**src/rtl/uart_pkg.sv**
```systemverilog
// Shared UART definitions: receiver state encoding and default framing parameters,
// common to the baud generator, transmitter and receiver.
package uart_pkg;

    localparam int unsigned OVERSAMPLE_DEFAULT = 16;
    localparam int unsigned DATA_BITS_DEFAULT  = 8;

    typedef enum logic [2:0] {
        IDLE  = 3'd0,
        START = 3'd1,
        DATA  = 3'd2,
        STOP  = 3'd3,
        BREAK = 3'd4
    } uart_state_e;

endpackage

```
**src/rtl/uart_rx_sync_2ff.sv**
```systemverilog
// Two-flop synchroniser for asynchronous off-chip inputs, with a parameterised
// reset value so idle-high lines do not fake an edge out of reset.
module sync_2ff #(
    parameter logic RESET_VAL = 1'b1
) (
    input  logic clk,
    input  logic rst,
    input  logic d,
    output logic q
);

    logic meta_d, meta_q;
    logic sync_d, sync_q;

    // next values for the two stages
    always_comb begin
        meta_d = d;
        sync_d = meta_q;
    end

    // synchroniser stages
    always_ff @(posedge clk) begin
        if (rst) begin
            meta_q <= RESET_VAL;
            sync_q <= RESET_VAL;
        end else begin
            meta_q <= meta_d;
            sync_q <= sync_d;
        end
    end

    assign q = sync_q;

endmodule

```
**src/rtl/uart_rx.sv**
```systemverilog
// 8N1-style UART receiver: 16x oversampled start/data/stop sampling, LSB first,
// with one-cycle data-valid and framing-error pulses.
module uart_rx
    import uart_pkg::*;
#(
    parameter int unsigned DATA_BITS  = DATA_BITS_DEFAULT,
    parameter int unsigned OVERSAMPLE = OVERSAMPLE_DEFAULT
) (
    input  logic                 clk,
    input  logic                 rst,
    input  logic                 rx_en,
    input  logic                 rx_tick,
    input  logic                 rx,
    output logic [DATA_BITS-1:0] rx_data,
    output logic                 rx_valid,
    output logic                 framing_err,
    output logic                 busy
);

    localparam int unsigned TW = $clog2(OVERSAMPLE);
    localparam int unsigned BW = $clog2(DATA_BITS) + 1;
    localparam logic [TW-1:0] TICK_MID = TW'(OVERSAMPLE / 2 - 1);
    localparam logic [TW-1:0] TICK_END = TW'(OVERSAMPLE - 1);
    localparam logic [BW-1:0] BIT_LAST = BW'(DATA_BITS - 1);

    logic rx_s;

    uart_state_e          state_d, state_q;
    logic [TW-1:0]        tick_cnt_d, tick_cnt_q;
    logic [BW-1:0]        bit_cnt_d, bit_cnt_q;
    logic [DATA_BITS-1:0] shift_d, shift_q;
    logic [DATA_BITS-1:0] rx_data_d, rx_data_q;
    logic                 rx_valid_d, rx_valid_q;
    logic                 framing_err_d, framing_err_q;
    logic                 busy_d, busy_q;

    sync_2ff #(.RESET_VAL(1'b1)) u_sync_rx (
        .clk (clk),
        .rst (rst),
        .d   (rx),
        .q   (rx_s)
    );

    // frame FSM: next state, counters, shift register and output pulses
    always_comb begin
        state_d       = state_q;
        tick_cnt_d    = tick_cnt_q;
        bit_cnt_d     = bit_cnt_q;
        shift_d       = shift_q;
        rx_data_d     = rx_data_q;
        rx_valid_d    = 1'b0;
        framing_err_d = 1'b0;

        if (!rx_en) begin
            state_d    = IDLE;
            tick_cnt_d = '0;
            bit_cnt_d  = '0;
        end else if (rx_tick) begin
            case (state_q)
                IDLE: begin
                    if (!rx_s) begin
                        state_d    = START;
                        tick_cnt_d = '0;
                    end else begin
                        state_d = IDLE;
                    end
                end
                START: begin
                    // mid-start-bit re-check rejects glitches shorter than half a bit
                    if (tick_cnt_q == TICK_MID) begin
                        tick_cnt_d = '0;
                        if (!rx_s) begin
                            state_d   = DATA;
                            bit_cnt_d = '0;
                        end else begin
                            state_d = IDLE;
                        end
                    end else begin
                        tick_cnt_d = tick_cnt_q + TW'(1);
                    end
                end
                DATA: begin
                    if (tick_cnt_q == TICK_END) begin
                        shift_d    = {rx_s, shift_q[DATA_BITS-1:1]};
                        tick_cnt_d = '0;
                        bit_cnt_d  = bit_cnt_q + BW'(1);
                        if (bit_cnt_q == BIT_LAST) begin
                            state_d = STOP;
                        end else begin
                            state_d = DATA;
                        end
                    end else begin
                        tick_cnt_d = tick_cnt_q + TW'(1);
                    end
                end
                STOP: begin
                    if (tick_cnt_q == TICK_END) begin
                        tick_cnt_d = '0;
                        if (rx_s) begin
                            rx_data_d  = shift_q;
                            rx_valid_d = 1'b1;
                            state_d    = IDLE;
                        end else begin
                            framing_err_d = 1'b1;
                            state_d       = BREAK;
                        end
                    end else begin
                        tick_cnt_d = tick_cnt_q + TW'(1);
                    end
                end
                BREAK: begin
                    // a held-low line must release before another start is accepted
                    if (rx_s) begin
                        state_d = IDLE;
                    end else begin
                        state_d = BREAK;
                    end
                end
                default: begin
                    state_d    = IDLE;
                    tick_cnt_d = '0;
                    bit_cnt_d  = '0;
                end
            endcase
        end else begin
            state_d = state_q;
        end

        busy_d = (state_d != IDLE);
    end

    // state and output registers
    always_ff @(posedge clk) begin
        if (rst) begin
            state_q       <= IDLE;
            tick_cnt_q    <= '0;
            bit_cnt_q     <= '0;
            shift_q       <= '0;
            rx_data_q     <= '0;
            rx_valid_q    <= 1'b0;
            framing_err_q <= 1'b0;
            busy_q        <= 1'b0;
        end else begin
            state_q       <= state_d;
            tick_cnt_q    <= tick_cnt_d;
            bit_cnt_q     <= bit_cnt_d;
            shift_q       <= shift_d;
            rx_data_q     <= rx_data_d;
            rx_valid_q    <= rx_valid_d;
            framing_err_q <= framing_err_d;
            busy_q        <= busy_d;
        end
    end

    assign rx_data     = rx_data_q;
    assign rx_valid    = rx_valid_q;
    assign framing_err = framing_err_q;
    assign busy        = busy_q;

endmodule

```
**config.mk**
```make
export PLATFORM = sky130hd
export DESIGN_NAME = uart_rx
export DESIGN_NICKNAME = d
export VERILOG_FILES = /design/src/rtl/uart_pkg.sv /design/src/rtl/uart_rx_sync_2ff.sv /design/src/rtl/uart_rx.sv
export SDC_FILE = /design/constraint.sdc
export NUM_CORES = 1
export LEC_CHECK = 0
export BUFFER_PORTS_ARGS = -buffer_cell sky130_fd_sc_hd__buf_2
export CAP_MARGIN = 10
export CORE_AREA = 3 3 81 83
export DETAILED_ROUTE_END_ITERATION = 6
export DIE_AREA = 0 0 84 86
export MAX_ROUTING_LAYER = met4
export SLEW_MARGIN = 20
export SYNTH_ARGS = -nofsm -noshare
export SYNTH_HDL_FRONTEND = slang
export SYNTH_SLANG_ARGS = --single-unit
```
**constraint.sdc**
```tcl
create_clock -name clk -period 4 [get_ports clk]
set_clock_uncertainty 0.05 [all_clocks]
set_input_delay 0.8 -clock clk [delete_from_list [all_inputs] [get_ports clk]]
set_output_delay 0.8 -clock clk [all_outputs]
set_load 0.01 [all_outputs]
```
## Word level (Yosys, flattened, before mapping)

Cells that the tools add are included.
Widths: inputs -> output; s select.

- Muxes and demuxes: 19
- Reduce and logical (&&, ||, !) cells: 10
- Equality and inequality tests: 11
- Add/sub/neg operators: 2
- Bitwise gates (word level): 6

Operators by type and width:

| kind | number |
|---|---|
| $mux 4 | 5 |
| $mux 3 | 6 |
| $pmux 4 s4 | 1 |
| $pmux 3 s5 | 1 |
| $pmux 4 s3 | 1 |
| $reduce_and 5->1 | 2 |
| $add 4x1->4 const B | 2 |
| $eq 4x3->1 const B | 2 |
| $ne 2x2->1 const B | 4 |
| $eq 3x2->1 const B | 2 |
| $not 1->1 | 6 |
| $reduce_or 5->1 | 1 |
| $eq 4x4->1 const B | 1 |
| $mux 1 | 4 |
| $reduce_and 4->1 | 1 |
| $reduce_or 2->1 | 2 |
| $eq 3x1->1 const B | 1 |
| $eq 3x3->1 const B | 1 |
| $logic_not 3->1 | 1 |
| $reduce_and 3->1 | 1 |
| $reduce_bool 3->1 | 1 |
| $reduce_or 3->1 | 1 |
| $mux 2 | 1 |

- Input bits: 5
- Output and inout port bits: 11
- Register bits after elaboration: 32

## Depth between registers and ports, before layout

- Word-level depth: 7
- Gate-level depth with buffers: 6
- Depth with buffers taken out: 5

## Cells and area by module

Synthesis repeated with hierarchy kept, for this count alone.

- Cells, all modules: 161
- Area total of the unflattened synthesis: 1501.4 sq um

By module, submodules not included:

| module | instances | cells an instance | area each (sq um) |
|---|---|---|---|
| uart_rx | 1 | 157 | 1448.9 |
| sync_2ff | 1 | 4 | 52.6 |

## Least setup slack after synthesis

OpenSTA, ideal clock, no wires.

- Kind: input to register
- Start: input rx_tick
- End: register rx_data_q[0], in the netlist rx_data[0]
- Library setup time: 0.128 ns
- Data required time: 3.822 ns
- Path slack: 2.296 ns
- Data arrival time: 1.526 ns
- Stages: 5
- Cell sequence: nand3_1 nor4_2 buf_6 mux2i_1 nor2_1

- Cells in the longest elaborated chain, start to end: 1

Ends and longest elaborated chain:

| element | RTL line | RTL |
|---|---|---|
| start: declaration | uart_rx.sv:12 | `input logic rx_tick,` |
| $reduce_and 5->1 (no source line) | -- |  |
| end signal: assignment | uart_rx.sv:148 | `rx_data_q <= rx_data_d;` |
| end: declaration | uart_rx.sv:32 | `logic [DATA_BITS-1:0] rx_data_d, rx_data_q;` |

Every way passes these cells.
A chain may end at the register's enable or synchronous reset.

## Final worst setup path

- Start: input rx_tick
- End: register rx_data_q[5], in the netlist rx_data[5]

The elaborated chain is that of the path after synthesis.

==> metrics <==
status=finished, final reports clean; Hold Buf Count CTS=0; period utilization=between 40% and 50%; Hold Fails Final Rpt=0; Final Max Slew Viols=0; Worst VDD drop=around 0.00017 V; cts repair resizes=0; placer congestion estimate=0.833; critical path data required time=a little over 4000 ps; Worst path depth=6; die area=7220 um2; Root Buffer=clkbuf_8; CORE AREA=5920 um2; FF+latch count, synth=32; via/cell ratio=approximately 4.7; largest net degree at the start of global routing=22; Routed Antenna Nets=0; CP endpoint kind=register; power per cell area=387 nW/um2; CTS Buf Count=5; Worst-Margin Slew=588 ps; Post-CTS Setup Bufs=0; Final Non-Filler Cells=250; Nets=roughly 180; Slowest Stage Delay on Critical Path=around 240 ps; IO Port Bufs=15; RSZ-0062 raised after global routing=false; Avg WL per Cell=11.5 um; relative slew slack=60.4%; library cells used by synthesis=48; Leakage=0.600 nW; FMAX=558 MHz; reg2reg end=tick_cnt_q[2]; max cap viols=0; 1st-pass router iterations=4; Worst Path Buf+Inv=2; H-tree depth=2; kind of critical path=in -> reg; first-pass GRT wire length=4890 um; startpoint types=primary input; setup slack, reg-to-reg=around 2300 ps; Routed Wire Length=2880 um; Worst-path clk slew=70 ps; Hold Path Class=reg -> reg; Final Setup Violations=0; Congestion Overflow GR=0; Die Y=86 um; row count=28; total number of vias=1,165; yosys warns=0; Reg-to-Reg Start=state_q[2]; hpwl dp=1970 um; crit path DAT=1910 ps; min Tclk post-route=roughly 1800 ps; share of cells above drive strength 1=between 10% and 20%; total negative slack=0 ps; Top FF cell, synth=dfxtp_1; slowest stage cell, crit path=buf_4; clk sinks=32; Max Root-Sink Buffers=2; Critical Path Fanout Max=14; FILL cells=631; initial antenna violation count=0; IO Count=16; area grow syn2layout=14.6%; Crit path max-delay family=buffers and inverters; CP Cell Sequence=buf_2, nand3_1, nor4_2, buf_4, mux2i_1, nor2_1; diode count=0; Syn Area/Cell=between 9 and 10 um2; cell count after synthesis=161; R2R depth=4; Die W=84 um; syn_nets=168; Total GRT Usage=8.63%; Synth Cell Area=1470 um2; Worst setup endpoint=rx_data[5]; post-synthesis async set-or-reset flop share=0%; worst setup path startpoint=rx_tick; Inst Count DP=roughly 240; EDFF count, synth=0; vias in the first global route=1,040; Seq/Total Area, Yosys=43.6%; clk_lat worst skew=280 ps; initial core utilization=24.8%; Remaining DRCs=0; initial DRC count=138; TritonCTS clock tree=yes
[metal layers]
layer	GRT usage [%]	share of wire (%)	up-vias
li1	-	-	603
met5	-	0	-
met4	4.39	1.1	0
met2	11.8	44	16
met1	11.3	51	544
met3	2.88	3.5	2
[metrics by stage]
| stage | setup slack (ps) | utilization [%] | power (mW) | hold slack, ps | cell area [um2] |
|---|---|---|---|---|---|
| 6_report | 2210 | 28.4 | 0.651 | 356 | 1680 |
| 5_1_grt | 2040 | 28.4 | 0.681 | 394 | 1680 |
| 4_1_cts | 2200 | 28.4 | 0.660 | 358 | 1680 |
| 3_5_place_dp | 1910 | 26.6 | 0.358 | 343 | 1570 |
| 3_3_place_gp | 1920 | 26.6 | 0.358 | 346 | 1570 |
| 2_1_floorplan | 2300 | - | 0.351 | 339 | 1470 |
[final cells by class]
type | count | area [um2] | area share (%)
clock buffer | 6 | 72.6 | 4.32
tap | 75 | 93.8 | 5.58
clock inverter | 2 | 35.0 | 2.08
inverter | 3 | 11.3 | 0.670
sequential | 32 | 641 | 38.1
timing repair buffer | 16 | 82.6 | 4.91
multi-input combinational | 116 | 746 | 44.3
[cell families after synthesis]
| group | synth area share [%] |
|---|---|
| DFF | 43.6 |
| muxes | 6.14 |
| AOI/OAI and AO/OA | 15.7 |
| and+or+nand+nor | 27.3 |
| adders and majority gates | 1.70 |
| buffers and inverters | 5.54 |
[cells in the final DEF (no fill, tap or decap), types with 2 or more instances in the layout]
cell type	instances
nand2_1	14
buf_2	15
dfxtp_1	32
a21oi_1	14
o21ai_0	5
or2_2	2
nand3_1	12
inv_1	3
clkbuf_8	5
nor2b_1	3
o31ai_1	2
mux2i_1	9
nor2_1	19
nor3_1	2
and3_4	2
ha_1	2
nand2b_1	2
[sequential cells by signal, summed over array words and instances, names as in the netlist]
register,flops
bit_cnt_q,4
busy,1
state_q,3
shift_q,8
rx_valid,1
u_sync_rx.q,1
tick_cnt_q,4
framing_err,1
rx_data,8
u_sync_rx.meta_q,1
[power by group]
part,internal (mW),leakage (nW),switching (mW)
Sequential,0.321,0.259,0.00300
Clock,0.185,0.0552,0.116
Combinational,0.00915,0.286,0.0173
Total,0.515,0.600,0.136
[synth_stat cells (3+ instances only)]
master   number  area, um2
a21oi_1      14       70.1
buf_6         3       33.8
dfxtp_1      32        641
inv_1         3       11.3
mux2i_1       9       90.1
nand2_1      14       52.6
nand3_1      12       60.1
nor2_1       19       71.3
nor2b_1       3       18.8
o21ai_0       5       25.0
[worst min-delay path by stage]
stage,start,to,slack [ps],depth (start not counted)
5_1_grt,u_sync_rx.meta_q,u_sync_rx.q,390,1
4_1_cts,u_sync_rx.meta_q,u_sync_rx.q,360,1
3_5_place_dp,u_sync_rx.meta_q,u_sync_rx.q,340,1
2_1_floorplan,u_sync_rx.meta_q,u_sync_rx.q,340,1
3_3_place_gp,u_sync_rx.meta_q,u_sync_rx.q,350,1
6_report,u_sync_rx.meta_q,u_sync_rx.q,360,1
(Power assumes the default switching activity.)
